### config.mk
export PLATFORM = sky130hd
export DESIGN_NAME = ball_move_scheduler
export DESIGN_NICKNAME = d
export VERILOG_FILES = /design/src/rtl/ball_move_scheduler.sv
export SDC_FILE = /design/constraint.sdc
export NUM_CORES = 1
export LEC_CHECK = 0
export BUFFER_PORTS_ARGS = -buffer_cell sky130_fd_sc_hd__buf_2
export CAP_MARGIN = 15
export CORE_MARGIN = 2
export CORE_UTILIZATION = 35
export CTS_BUF_LIST = sky130_fd_sc_hd__clkbuf_4 sky130_fd_sc_hd__clkbuf_8
export DETAILED_ROUTE_END_ITERATION = 10
export PLACE_DENSITY = 0.63
export SYNTH_ARGS = -nofsm -noshare
export SYNTH_HDL_FRONTEND = slang
export SYNTH_SLANG_ARGS = --single-unit
### constraint.sdc
create_clock -name clk -period 7.4 [get_ports clk]
set_input_delay 1.85 -clock clk [delete_from_list [all_inputs] [get_ports clk]]
set_output_delay 1.85 -clock clk [all_outputs]
set_load 0.005 [all_outputs]
### src/rtl/ball_move_scheduler.sv
// ----------------------------------------------------------------------------
// ball_move_scheduler
//   Produces the Ball datapath's 4-bit movement pulses. Two requesters are
//   arbitrated: debounced pushbuttons (priority; press + auto-repeat) and the
//   accelerometer tilt path (rate-proportional steps via per-axis accumulators).
//
// Ports
//   clk          system clock
//   reset        asynchronous, active-low reset
//   btn_r/l/d/u  debounced buttons
//   accel_en     enables the tilt requester
//   accelX/Y     unsigned 9-bit accelerometer readings (ACC_CENTER = level)
//   movement     one-cycle pulses [3]=right [2]=left [1]=down [0]=up
//   active_src   00 IDLE, 01 BTN, 10 ACC
//   step_count   cycles with movement != 0, wrapping
//
// Configuration macro: BALL_SCHED_DIAG_EN
//   defined   : X and Y steps due together are issued in one cycle.
//   undefined : X issued first, Y deferred one cycle in a one-deep pending
//               register; the deferred Y is dropped if the source is left.
// ----------------------------------------------------------------------------
`timescale 1ns/1ps
module ball_move_scheduler #(
    parameter int unsigned TICK_DIV    = 32'd10_000_000,
    parameter int unsigned ACC_DIV     = 32'd1_000_000,
    parameter int unsigned ACC_CENTER  = 32'd256,
    parameter int unsigned DEAD_ZONE   = 32'd16,
    parameter int unsigned STEP_THRESH = 32'd256
) (
    input  logic        clk,
    input  logic        reset,
    input  logic        btn_r,
    input  logic        btn_l,
    input  logic        btn_d,
    input  logic        btn_u,
    input  logic        accel_en,
    input  logic [8:0]  accelX,
    input  logic [8:0]  accelY,
    output logic [3:0]  movement,
    output logic [1:0]  active_src,
    output logic [15:0] step_count
);

    localparam int unsigned TICK_W = (TICK_DIV > 32'd1) ? $clog2(TICK_DIV) : 32'd1;
    localparam int unsigned ADIV_W = (ACC_DIV > 32'd1) ? $clog2(ACC_DIV) : 32'd1;
    localparam logic [TICK_W-1:0] TICK_LAST = TICK_W'(TICK_DIV - 32'd1);
    localparam logic [ADIV_W-1:0] ADIV_LAST = ADIV_W'(ACC_DIV - 32'd1);
    localparam logic [11:0]       THRESH12  = 12'(STEP_THRESH);

    typedef enum logic [1:0] {
        S_IDLE = 2'b00,
        S_BTN  = 2'b01,
        S_ACC  = 2'b10
    } state_t;

    // Signed tilt relative to the level reading.
    function automatic logic [9:0] f_tilt(input logic [8:0] rd);
        return {1'b0, rd} - 10'(ACC_CENTER);
    endfunction

    // Magnitude beyond the dead zone; zero inside it.
    function automatic logic [9:0] f_eff(input logic [9:0] tilt);
        logic [9:0] mag;
        mag = tilt[9] ? (10'd0 - tilt) : tilt;
        if (mag > 10'(DEAD_ZONE)) begin
            return mag - 10'(DEAD_ZONE);
        end else begin
            return 10'd0;
        end
    endfunction

    // 12-bit saturating accumulate.
    function automatic logic [11:0] f_sat_add(input logic [11:0] acc, input logic [9:0] eff);
        logic [12:0] sum;
        sum = {1'b0, acc} + {3'b000, eff};
        return sum[12] ? 12'hFFF : sum[11:0];
    endfunction

    state_t              r_state;
    state_t              w_next_state;
    logic [3:0]          r_btn_q;
    logic [TICK_W-1:0]   r_tick;
    logic [ADIV_W-1:0]   r_div;
    logic [11:0]         r_x_acc;
    logic [11:0]         r_y_acc;
    logic                r_x_sgn;
    logic                r_y_sgn;
    logic [3:0]          r_move;
    logic [15:0]         r_step_cnt;

    logic [3:0]          w_btn_vec;
    logic [3:0]          w_btn_rise;
    logic                w_any_btn;
    logic                w_any_rise;
    logic                w_btn_active;
    logic                w_tick_hit;
    logic [3:0]          w_btn_raw;
    logic [3:0]          w_btn_pulse;

    logic [9:0]          w_x_tilt;
    logic [9:0]          w_y_tilt;
    logic [9:0]          w_x_eff;
    logic [9:0]          w_y_eff;
    logic [11:0]         w_x_base;
    logic [11:0]         w_y_base;
    logic [11:0]         w_x_sum;
    logic [11:0]         w_y_sum;
    logic                w_x_step;
    logic                w_y_step;
    logic [11:0]         w_x_acc_nxt;
    logic [11:0]         w_y_acc_nxt;
    logic                w_acc_stay;
    logic                w_sample;
    logic [3:0]          w_acc_pulse;

    logic [3:0]          w_new;
    logic [3:0]          w_move_nxt;

    assign w_btn_vec  = {btn_r, btn_l, btn_d, btn_u};
    assign w_btn_rise = w_btn_vec & ~r_btn_q;
    assign w_any_btn  = |w_btn_vec;
    assign w_any_rise = |w_btn_rise;

    // Arbiter state register.
    always_ff @(posedge clk or negedge reset) begin
        if (!reset) begin
            r_state <= S_IDLE;
        end else begin
            r_state <= w_next_state;
        end
    end

    // Arbiter next-state: buttons pre-empt tilt; BTN always exits via IDLE.
    always_comb begin
        w_next_state = r_state;
        case (r_state)
            S_IDLE: begin
                if (w_any_btn) begin
                    w_next_state = S_BTN;
                end else if (accel_en) begin
                    w_next_state = S_ACC;
                end else begin
                    w_next_state = S_IDLE;
                end
            end
            S_BTN: begin
                if (!w_any_btn) begin
                    w_next_state = S_IDLE;
                end else begin
                    w_next_state = S_BTN;
                end
            end
            S_ACC: begin
                if (w_any_rise) begin
                    w_next_state = S_BTN;
                end else if (!accel_en) begin
                    w_next_state = S_IDLE;
                end else begin
                    w_next_state = S_ACC;
                end
            end
            default: w_next_state = S_IDLE;
        endcase
    end

    // The button path also fires on the edge that enters BTN, so the first
    // press pulse is not delayed by the state change.
    assign w_btn_active = (w_next_state == S_BTN);
    assign w_tick_hit   = (r_state == S_BTN) && (r_tick == TICK_LAST);

    // Button pulses: an edge pulses only the rising buttons; a repeat tick
    // pulses every held button. Opposing held buttons cancel their axis.
    always_comb begin
        w_btn_raw   = 4'b0000;
        w_btn_pulse = 4'b0000;
        if (!w_btn_active) begin
            w_btn_raw = 4'b0000;
        end else if (w_any_rise) begin
            w_btn_raw = w_btn_rise;
        end else if (w_tick_hit) begin
            w_btn_raw = w_btn_vec;
        end else begin
            w_btn_raw = 4'b0000;
        end
        if (btn_r && btn_l) begin
            w_btn_pulse[3:2] = 2'b00;
        end else begin
            w_btn_pulse[3:2] = w_btn_raw[3:2];
        end
        if (btn_d && btn_u) begin
            w_btn_pulse[1:0] = 2'b00;
        end else begin
            w_btn_pulse[1:0] = w_btn_raw[1:0];
        end
    end

    // Button edge history and auto-repeat counter.
    always_ff @(posedge clk or negedge reset) begin
        if (!reset) begin
            r_btn_q <= 4'b0000;
            r_tick  <= {TICK_W{1'b0}};
        end else begin
            r_btn_q <= w_btn_vec;
            if (!w_btn_active || w_any_rise || w_tick_hit) begin
                r_tick <= {TICK_W{1'b0}};
            end else begin
                r_tick <= r_tick + TICK_W'(32'd1);
            end
        end
    end

    // Per-axis tilt accumulation. A sign flip or a level reading discards
    // whatever was accumulated before adding this sample.
    assign w_x_tilt    = f_tilt(accelX);
    assign w_y_tilt    = f_tilt(accelY);
    assign w_x_eff     = f_eff(w_x_tilt);
    assign w_y_eff     = f_eff(w_y_tilt);
    assign w_x_base    = ((w_x_eff == 10'd0) || (w_x_tilt[9] != r_x_sgn)) ? 12'd0 : r_x_acc;
    assign w_y_base    = ((w_y_eff == 10'd0) || (w_y_tilt[9] != r_y_sgn)) ? 12'd0 : r_y_acc;
    assign w_x_sum     = f_sat_add(w_x_base, w_x_eff);
    assign w_y_sum     = f_sat_add(w_y_base, w_y_eff);
    assign w_x_step    = (w_x_sum >= THRESH12);
    assign w_y_step    = (w_y_sum >= THRESH12);
    assign w_x_acc_nxt = w_x_step ? (w_x_sum - THRESH12) : w_x_sum;
    assign w_y_acc_nxt = w_y_step ? (w_y_sum - THRESH12) : w_y_sum;

    assign w_acc_stay  = (r_state == S_ACC) && (w_next_state == S_ACC);
    assign w_sample    = w_acc_stay && (r_div == ADIV_LAST);
    // Positive X tilt = right, positive Y tilt = down.
    assign w_acc_pulse = w_sample ? {w_x_step & ~w_x_tilt[9], w_x_step & w_x_tilt[9],
                                     w_y_step & ~w_y_tilt[9], w_y_step & w_y_tilt[9]}
                                  : 4'b0000;

    // Sample divider and accumulators; everything restarts whenever ACC is left.
    always_ff @(posedge clk or negedge reset) begin
        if (!reset) begin
            r_div   <= {ADIV_W{1'b0}};
            r_x_acc <= 12'd0;
            r_y_acc <= 12'd0;
            r_x_sgn <= 1'b0;
            r_y_sgn <= 1'b0;
        end else if (!w_acc_stay) begin
            r_div   <= {ADIV_W{1'b0}};
            r_x_acc <= 12'd0;
            r_y_acc <= 12'd0;
            r_x_sgn <= 1'b0;
            r_y_sgn <= 1'b0;
        end else if (w_sample) begin
            r_div   <= {ADIV_W{1'b0}};
            r_x_acc <= w_x_acc_nxt;
            r_y_acc <= w_y_acc_nxt;
            r_x_sgn <= w_x_tilt[9];
            r_y_sgn <= w_y_tilt[9];
        end else begin
            r_div   <= r_div + ADIV_W'(32'd1);
        end
    end

    // Only one requester is live in any state, so the pulse sets never overlap.
    assign w_new = w_btn_pulse | w_acc_pulse;

`ifdef BALL_SCHED_DIAG_EN
    assign w_move_nxt = w_new;
`else
    logic [1:0] r_pend;
    state_t     r_pend_src;
    logic [1:0] w_pend_nxt;
    state_t     w_pend_src_nxt;
    logic       w_pend_ok;

    assign w_pend_ok = (r_pend != 2'b00) && (w_next_state == r_pend_src);

    // Axis serialisation: X goes first, Y waits one cycle. A fresh request
    // from the same source in the deferred-issue cycle is absorbed; both
    // requesters normally space their steps further apart than that.
    always_comb begin
        w_move_nxt     = 4'b0000;
        w_pend_nxt     = 2'b00;
        w_pend_src_nxt = r_pend_src;
        if (w_pend_ok) begin
            w_move_nxt = {2'b00, r_pend};
        end else if ((|w_new[3:2]) && (|w_new[1:0])) begin
            w_move_nxt     = {w_new[3:2], 2'b00};
            w_pend_nxt     = w_new[1:0];
            w_pend_src_nxt = w_next_state;
        end else begin
            w_move_nxt = w_new;
        end
    end

    // Deferred Y step register.
    always_ff @(posedge clk or negedge reset) begin
        if (!reset) begin
            r_pend     <= 2'b00;
            r_pend_src <= S_IDLE;
        end else begin
            r_pend     <= w_pend_nxt;
            r_pend_src <= w_pend_src_nxt;
        end
    end
`endif

    // Registered outputs and issued-step counter.
    always_ff @(posedge clk or negedge reset) begin
        if (!reset) begin
            r_move     <= 4'b0000;
            r_step_cnt <= 16'd0;
        end else begin
            r_move <= w_move_nxt;
            if (w_move_nxt != 4'b0000) begin
                r_step_cnt <= r_step_cnt + 16'd1;
            end else begin
                r_step_cnt <= r_step_cnt;
            end
        end
    end

    assign movement   = r_move;
    assign active_src = r_state;
    assign step_count = r_step_cnt;

endmodule

==> results of run 1 <==
final cells by class:
class	count	area, sq um
fillers	1847	10800
multi-input cells	637	4380
flip-flops and latches	100	2500
repair buffers	147	1060
well taps	265	332
clock buffers	10	131
inverters	22	88.8
clock inverters	6	63.8
flip-flops by register name, summed over array words and instances (netlist names):
signal and flops:
r_tick 24, r_div 20, step_count 16, r_x_acc 12
r_y_acc 12, movement 4, r_btn_q 4, active_src 2
r_pend 2, r_pend_src 2, r_x_sgn 1, r_y_sgn 1
metrics by stage:
stage	power [mW]	util
5_1_grt	1.37	0.443
2_1_floorplan	0.799	-
3_5_place_dp	0.932	0.422
3_3_place_gp	0.930	0.422
6_report	1.29	0.443
4_1_cts	1.29	0.434
cells in the final DEF, fill, tap and decap left out, types with 8 or more instances in the layout:
cell type,synthesis,final
xnor2_1,49,48
ha_1,32,26
buf_2,4,43
and3_1,9,9
clkbuf_8,0,9
nor2_1,115,110
xor2_1,42,42
buf_4,1,97
dfrtp_1,100,100
nand4_1,18,18
nand2_1,57,56
and2_1,28,28
nand3_1,36,35
inv_1,22,19
a21oi_2,8,10
o21ai_0,31,25
nor2b_1,8,8
nor3_1,24,22
a21oi_1,49,47
synth_stat cells, drive strengths merged, types with 8 or more instances:
| cell type | instances | area, sq um |
|---|---|---|
| dfrtp | 100 | 2500 |
| buf | 10 | 61.3 |
| nand3 | 36 | 180 |
| a211oi | 9 | 97.6 |
| and2 | 29 | 181 |
| clkbuf | 15 | 56.3 |
| nor3 | 25 | 130 |
| a21oi | 58 | 332 |
| nor2 | 115 | 432 |
| nor2b | 8 | 50.1 |
| nor3b | 8 | 70.1 |
| nand2 | 57 | 214 |
| xor2 | 42 | 368 |
| o21ai | 31 | 155 |
| and3 | 9 | 56.3 |
| ha | 32 | 400 |
| xnor2 | 49 | 429 |
| nand4 | 18 | 113 |
| inv | 22 | 82.6 |
power groups by stage:
stage | sequential, mW | combinational, mW | clock [mW]
3_3_place_gp | 0.637 | 0.293 | 0
2_1_floorplan | 0.630 | 0.169 | 0
6_report | 0.626 | 0.314 | 0.353
3_5_place_dp | 0.635 | 0.296 | 0
4_1_cts | 0.626 | 0.302 | 0.366
5_1_grt | 0.632 | 0.352 | 0.381
repair_timing:
item,CTS,global route
gates resized for setup,0,23
setup endpoints to repair,1,25
cloned,0,2
setup buffers,3,6
pin swaps,1,15
logic make-up after synthesis:
family                     share of synthesized area
xor gates and xnor gates                       0.116
and+or+nand+nor                                0.257
AOI/OAI and AO/OA                              0.154
buffers and inverters                         0.0291
adders and majority gates                     0.0641
DFF                                            0.364
muxes                                         0.0151
how the worst max path moves through the flow:
stage | depth (start not counted) | from | to | slack [ns]
CTS | 35 | accelX[0] | step_count[5]$_DFFE_PN0P_ | 0.11
global placement | 33 | accelX[0] | step_count[1]$_DFFE_PN0P_ | -0.23
finish | 35 | accelX[0] | step_count[5]$_DFFE_PN0P_ | 0.26
detailed placement | 33 | accelX[0] | step_count[6]$_DFFE_PN0P_ | -0.37
global route | 35 | accelX[0] | step_count[5]$_DFFE_PN0P_ | -0.08
floorplan | 33 | accelX[0] | step_count[1]$_DFFE_PN0P_ | 0.02
routing by layer:
metal  routed length (um)  track usage
met1                 7830        0.221
met2                 7580        0.260
met3                  660       0.0288
met4                  239       0.0383
met5                    0            0
==> results.sh, run 1 <==
export IMPL_outcome="finished, final reports clean"
export IMPL_drtAntennaViolNets=0
export IMPL_slew_headroom=0.394
export IMPL_hp_start="step_count[15]$_DFFE_PN0P_"
export IMPL_drcViolationCount=0
export IMPL_initial_utilization=0.355
export IMPL_syn_area_per_cell_sq_um=8.78
export IMPL_critPathBufInv=8
export IMPL_crit_type="input pin to flop"
export IMPL_syn_area_sq_um=6870
export IMPL_cp_end_kind="flop"
export IMPL_period_share=0.965
export IMPL_drtIter0Drc=331
export IMPL_dpl_hpwl_mm=12.1
export IMPL_synth_edf_count=0
export IMPL_cts_tree="done"
export IMPL_power_frac_comb=0.243
export IMPL_tns_ns=0
export IMPL_grt_pass1_wl_mm=27.1
export IMPL_clk_pin_slew_ns=0.10
export IMPL_rows=51
export IMPL_wire_per_inst_um=13.7
export IMPL_reg2reg_slack_ns=2.62
export IMPL_core_sq_um=19300
export IMPL_power_leakage_nw=3.64
export IMPL_finalSetupViolations=0
export IMPL_p_sw_frac=0.308
export IMPL_clock_sinks=100
export IMPL_antenna_found_initial=0
export IMPL_cts_path_max_buffers=2
export IMPL_io_buffer_count=46
export IMPL_seqPwrFrac=0.484
export IMPL_r2r_start="r_x_sgn$_DFFE_PN0P_"
export IMPL_synthFlopType="dfrtp_1"
export IMPL_async_reset_ff_frac=1.00
export IMPL_critical_path_slowest_cell="or4_1"
export IMPL_routed_wl_mm=16.3
export IMPL_cap_violations=0
export IMPL_ys_warn_count=0
export IMPL_final_area_sq_um=8560
export IMPL_dp_cells=1160
export IMPL_cp_data_arrival_time_ns=7.44
export IMPL_viasPerCell=5.09
export IMPL_ctsHoldBuffers=0
export IMPL_cts_htree_levels=3
export IMPL_vias=6046
export IMPL_rsz0062_at_grt="true"
export IMPL_synth_seq_area_share=0.364
export IMPL_cts_buffers=9
export IMPL_die_y_um=144
export IMPL_first_global_vias=5700
export IMPL_antenna_cells=0
export IMPL_cts_root_buf="clkbuf_8"
export IMPL_syn_num_nets=842
export IMPL_hold_path_class="flop to flop"
export IMPL_power_density_nw_per_um2=151
export IMPL_cp_start_kind="input pin"
export IMPL_drive_gt1_frac=0.242
export IMPL_crit_fanout=5
export IMPL_netlist_instances=783
export IMPL_tightest_slew_ns=0.907
export IMPL_r2r_end="step_count[5]$_DFFE_PN0P_"
export IMPL_drtPass1Iterations=5
export IMPL_switchingPower_mw=0.398
export IMPL_place_gp_congestion=0.935
export IMPL_slew_violations=0
export IMPL_irDropWorstVdd_mv=0.143
export IMPL_setup_slack_ns=0.259
export IMPL_area_growth_syn_to_layout_pct=24.6
export IMPL_cp_top_family="simple AND/OR/NAND/NOR gates"
export IMPL_grt_max_degree=53
export IMPL_pre_cts_ws_ns=-0.365
export IMPL_ys_seq_elements=100
export IMPL_nets=976
export IMPL_finalClockSkew_ns=0.0139
export IMPL_clk_latency_ns=0.37
export IMPL_grtUsageTotal=0.159
export IMPL_dieArea_sq_um=20800
export IMPL_whs_endpoint="step_count[15]$_DFFE_PN0P_"
export IMPL_power_frac_clock=0.273
export IMPL_timing_hold_ws_ns=0.483
export IMPL_min_path_cells=1
export IMPL_cp_slowest_stage_delay_ns=0.43
export IMPL_io_pins=47
export IMPL_hold_viol_final=0
export IMPL_period_needed_ns=7.14
export IMPL_dieWidth_um=144
export IMPL_finalNonFillerCells=1187
export IMPL_placed_cell_area_sq_um=8150
export IMPL_synth_cell_types=76
export IMPL_global_route_overflow_total=0
export IMPL_internal_power_mw=0.895
export IMPL_reg2reg_depth=24
export IMPL_crit_required_ns=7.70
export IMPL_max_freq_ghz=0.140
export IMPL_crit_path_frequent_cell="xnor2_1"
Power figures use the tool's default switching activity.
==> run 2: changes to the inputs <==
--- a/config.mk
+++ b/config.mk
@@ -8,10 +8,10 @@
 export BUFFER_PORTS_ARGS = -buffer_cell sky130_fd_sc_hd__buf_2
 export CAP_MARGIN = 15
 export CORE_MARGIN = 2
-export CORE_UTILIZATION = 35
+export CORE_UTILIZATION = 65
 export CTS_BUF_LIST = sky130_fd_sc_hd__clkbuf_4 sky130_fd_sc_hd__clkbuf_8
 export DETAILED_ROUTE_END_ITERATION = 10
-export PLACE_DENSITY = 0.63
+export PLACE_DENSITY = 0.95
 export SYNTH_ARGS = -nofsm -noshare
 export SYNTH_HDL_FRONTEND = slang
 export SYNTH_SLANG_ARGS = --single-unit
==> constraint.sdc (replaced) <==
create_clock -name clk -period 7.4 [get_ports clk]
set_input_delay 1.11 -clock clk [delete_from_list [all_inputs] [get_ports clk]]
set_output_delay 1.11 -clock clk [all_outputs]
set_load 0.005 [all_outputs]
==> run 2 against run 1 <==
  * Combinational power is 12% lower
  * First-iteration DRC count rose by 150%
  * Register-to-register slack got worse by 0.31 ns
  * Largest cell class unchanged
  * Power is 1.3% lower
  * Clock-buffer cell count shrank 1
  * Cell count decreased by 17%
==> results.sh, run 2 (synthesized netlist as in run 1, its figures left out) <==
export IMPL_drive_gt1_frac=0.156
export IMPL_dpl_hpwl_mm=11.6
export IMPL_core_sq_um=10300
export IMPL_crit_fanout=15
export IMPL_tightest_slew_ns=1.06
export IMPL_dieWidth_um=107
export IMPL_finalClockSkew_ns=0.0145
export IMPL_power_frac_comb=0.216
export IMPL_pre_cts_ws_ns=-0.356
export IMPL_p_total_mw=1.28
export IMPL_clock_sinks=100
export IMPL_io_pins=47
export IMPL_cts_root_buf="clkbuf_8"
export IMPL_drcViolationCount=0
export IMPL_cts_htree_levels=3
export IMPL_antenna_cells=0
export IMPL_largest_reg_flops=24
export IMPL_die_y_um=107
export IMPL_cts_path_max_buffers=2
export IMPL_switchingPower_mw=0.416
export IMPL_fin_util=0.750
export IMPL_grtUsageTotal=0.293
export IMPL_finalSetupViolations=0
export IMPL_period_share=0.970
export IMPL_r2r_end="step_count[1]$_DFFE_PN0P_"
export IMPL_dieArea_sq_um=11400
export IMPL_first_global_vias=5914
export IMPL_critical_path_slowest_cell="fa_1"
export IMPL_setup_slack_ns=0.223
export IMPL_viasPerCell=6.48
export IMPL_seqPwrFrac=0.492
export IMPL_slew_headroom=0.294
export IMPL_hold_path_class="flop to flop"
export IMPL_period_needed_ns=7.18
export IMPL_cts_tree="done"
export IMPL_regArea_sq_um=2500
export IMPL_crit_required_ns=7.71
export IMPL_internal_power_mw=0.860
export IMPL_busiest_layer="met2"
export IMPL_crit_type="input pin to flop"
export IMPL_slew_violations=0
export IMPL_cp_data_arrival_time_ns=7.49
export IMPL_drtIter0Drc=824
export IMPL_clk_pin_slew_ns=0.11
export IMPL_area_growth_syn_to_layout_pct=12.1
export IMPL_drtAntennaViolNets=0
export IMPL_drtPass1Iterations=6
export IMPL_cp_slowest_stage_delay_ns=0.43
export IMPL_irDropWorstVdd_mv=0.160
export IMPL_cap_violations=0
export IMPL_reg2reg_depth=23
export IMPL_top_register="r_tick"
export IMPL_rows=37
export IMPL_place_gp_congestion=0.973
export IMPL_tns_ns=0
export IMPL_final_common_cell="nor2_1"
export IMPL_initial_utilization=0.669
export IMPL_ctsHoldBuffers=0
export IMPL_nets=908
export IMPL_cp_end_kind="flop"
export IMPL_outcome="finished, final reports clean"
export IMPL_power_density_nw_per_um2=166
export IMPL_reg2reg_slack_ns=2.31
export IMPL_routed_wl_mm=17.5
export IMPL_power_leakage_nw=3.29
export IMPL_io_buffer_count=46
export IMPL_use_met2=0.493
export IMPL_grt_max_degree=56
export IMPL_cts_buffers=9
export IMPL_cp_start_kind="input pin"
export IMPL_max_freq_ghz=0.139
export IMPL_wire_per_inst_um=17.6
export IMPL_whs_endpoint="step_count[15]$_DFFE_PN0P_"
export IMPL_power_frac_clock=0.292
export IMPL_grtUsageMet1=0.389
export IMPL_r2r_start="r_x_sgn$_DFFE_PN0P_"
export IMPL_vias=6417
export IMPL_multi_input_area_sq_um=4240
export IMPL_fill_cells=660
export IMPL_p_sw_frac=0.326
export IMPL_clk_latency_ns=0.38
export IMPL_global_route_overflow_total=0
export IMPL_met3_usage=0.0474
export IMPL_hold_viol_final=0
export IMPL_hp_start="step_count[15]$_DFFE_PN0P_"
export IMPL_min_path_cells=1
export IMPL_grt_pass1_wl_mm=27.3
export IMPL_antenna_found_initial=0
export IMPL_mostFrequentLayoutCells="nor2_1, dfrtp_1, nand2_1, a21oi_1, xnor2_1"
==> run 2: routing by layer <==
layer,wire [um],vias up
li1,-,2906
met1,6960,3073
met2,8590,361
met3,1320,77
met4,574,0
met5,0,-
==> run 2: final cells by class <==
cell class / count / area share
clock buffers: 9 / 0.0161
inverters: 22 / 0.0107
multi-input cells: 636 / 0.550
clock inverters: 7 / 0.0106
well taps: 136 / 0.0221
repair buffers: 80 / 0.0654
flip-flops and latches: 100 / 0.325
==> run 2: worst max-delay path by stage <==
stage	start	end	slack (ns)	cells after the start
finish	accelY[0]	step_count[5]$_DFFE_PN0P_	0.22	29
global route	accelY[0]	step_count[5]$_DFFE_PN0P_	-0.20	29
CTS	accelX[0]	step_count[1]$_DFFE_PN0P_	0.04	32
detailed placement	accelX[0]	step_count[1]$_DFFE_PN0P_	-0.36	32
global placement	accelY[0]	step_count[1]$_DFFE_PN0P_	-0.02	28
floorplan	accelX[0]	step_count[1]$_DFFE_PN0P_	0.1	33
==> run 2: metrics by stage <==
| step | cells | hold slack, ns | area [sq um] |
|---|---|---|---|
| 4_1_cts | 983 | 0.477 | 7570 |
| 5_1_grt | 990 | 0.505 | 7710 |
| 6_report | 990 | 0.474 | 7710 |
| 2_1_floorplan | 783 | 0.438 | 6870 |
| 3_3_place_gp | 967 | 0.453 | 7370 |
| 3_5_place_dp | 967 | 0.461 | 7370 |
==> run 2: repair_timing <==
action | CTS | global route
gates resized for setup | 0 | 17
buffers inserted | 0 | 7
endpoints found under the hold margin | 0 | 0
setup endpoints to repair | 0 | 30
==> run 2: worst max-delay path, delay by kind of cell <==
| family | cells | cell delay, ns |
|---|---|---|
| and+or+nand+nor | 8 | 1.88 |
| buffers and inverters | 3 | 0.40 |
| AOI/OAI and AO/OA | 10 | 2.17 |
| xor gates and xnor gates | 3 | 0.56 |
| adders and majority gates | 5 | 1.36 |
==> run 2: power by group through the flow <==
stage	combinational, mW	sequential [mW]	clock, mW
after detailed placement	0.256	0.635	0
after global placement	0.246	0.634	0
after global routing	0.302	0.632	0.396
final	0.276	0.628	0.372
after CTS	0.258	0.625	0.372
after floorplan	0.159	0.630	0
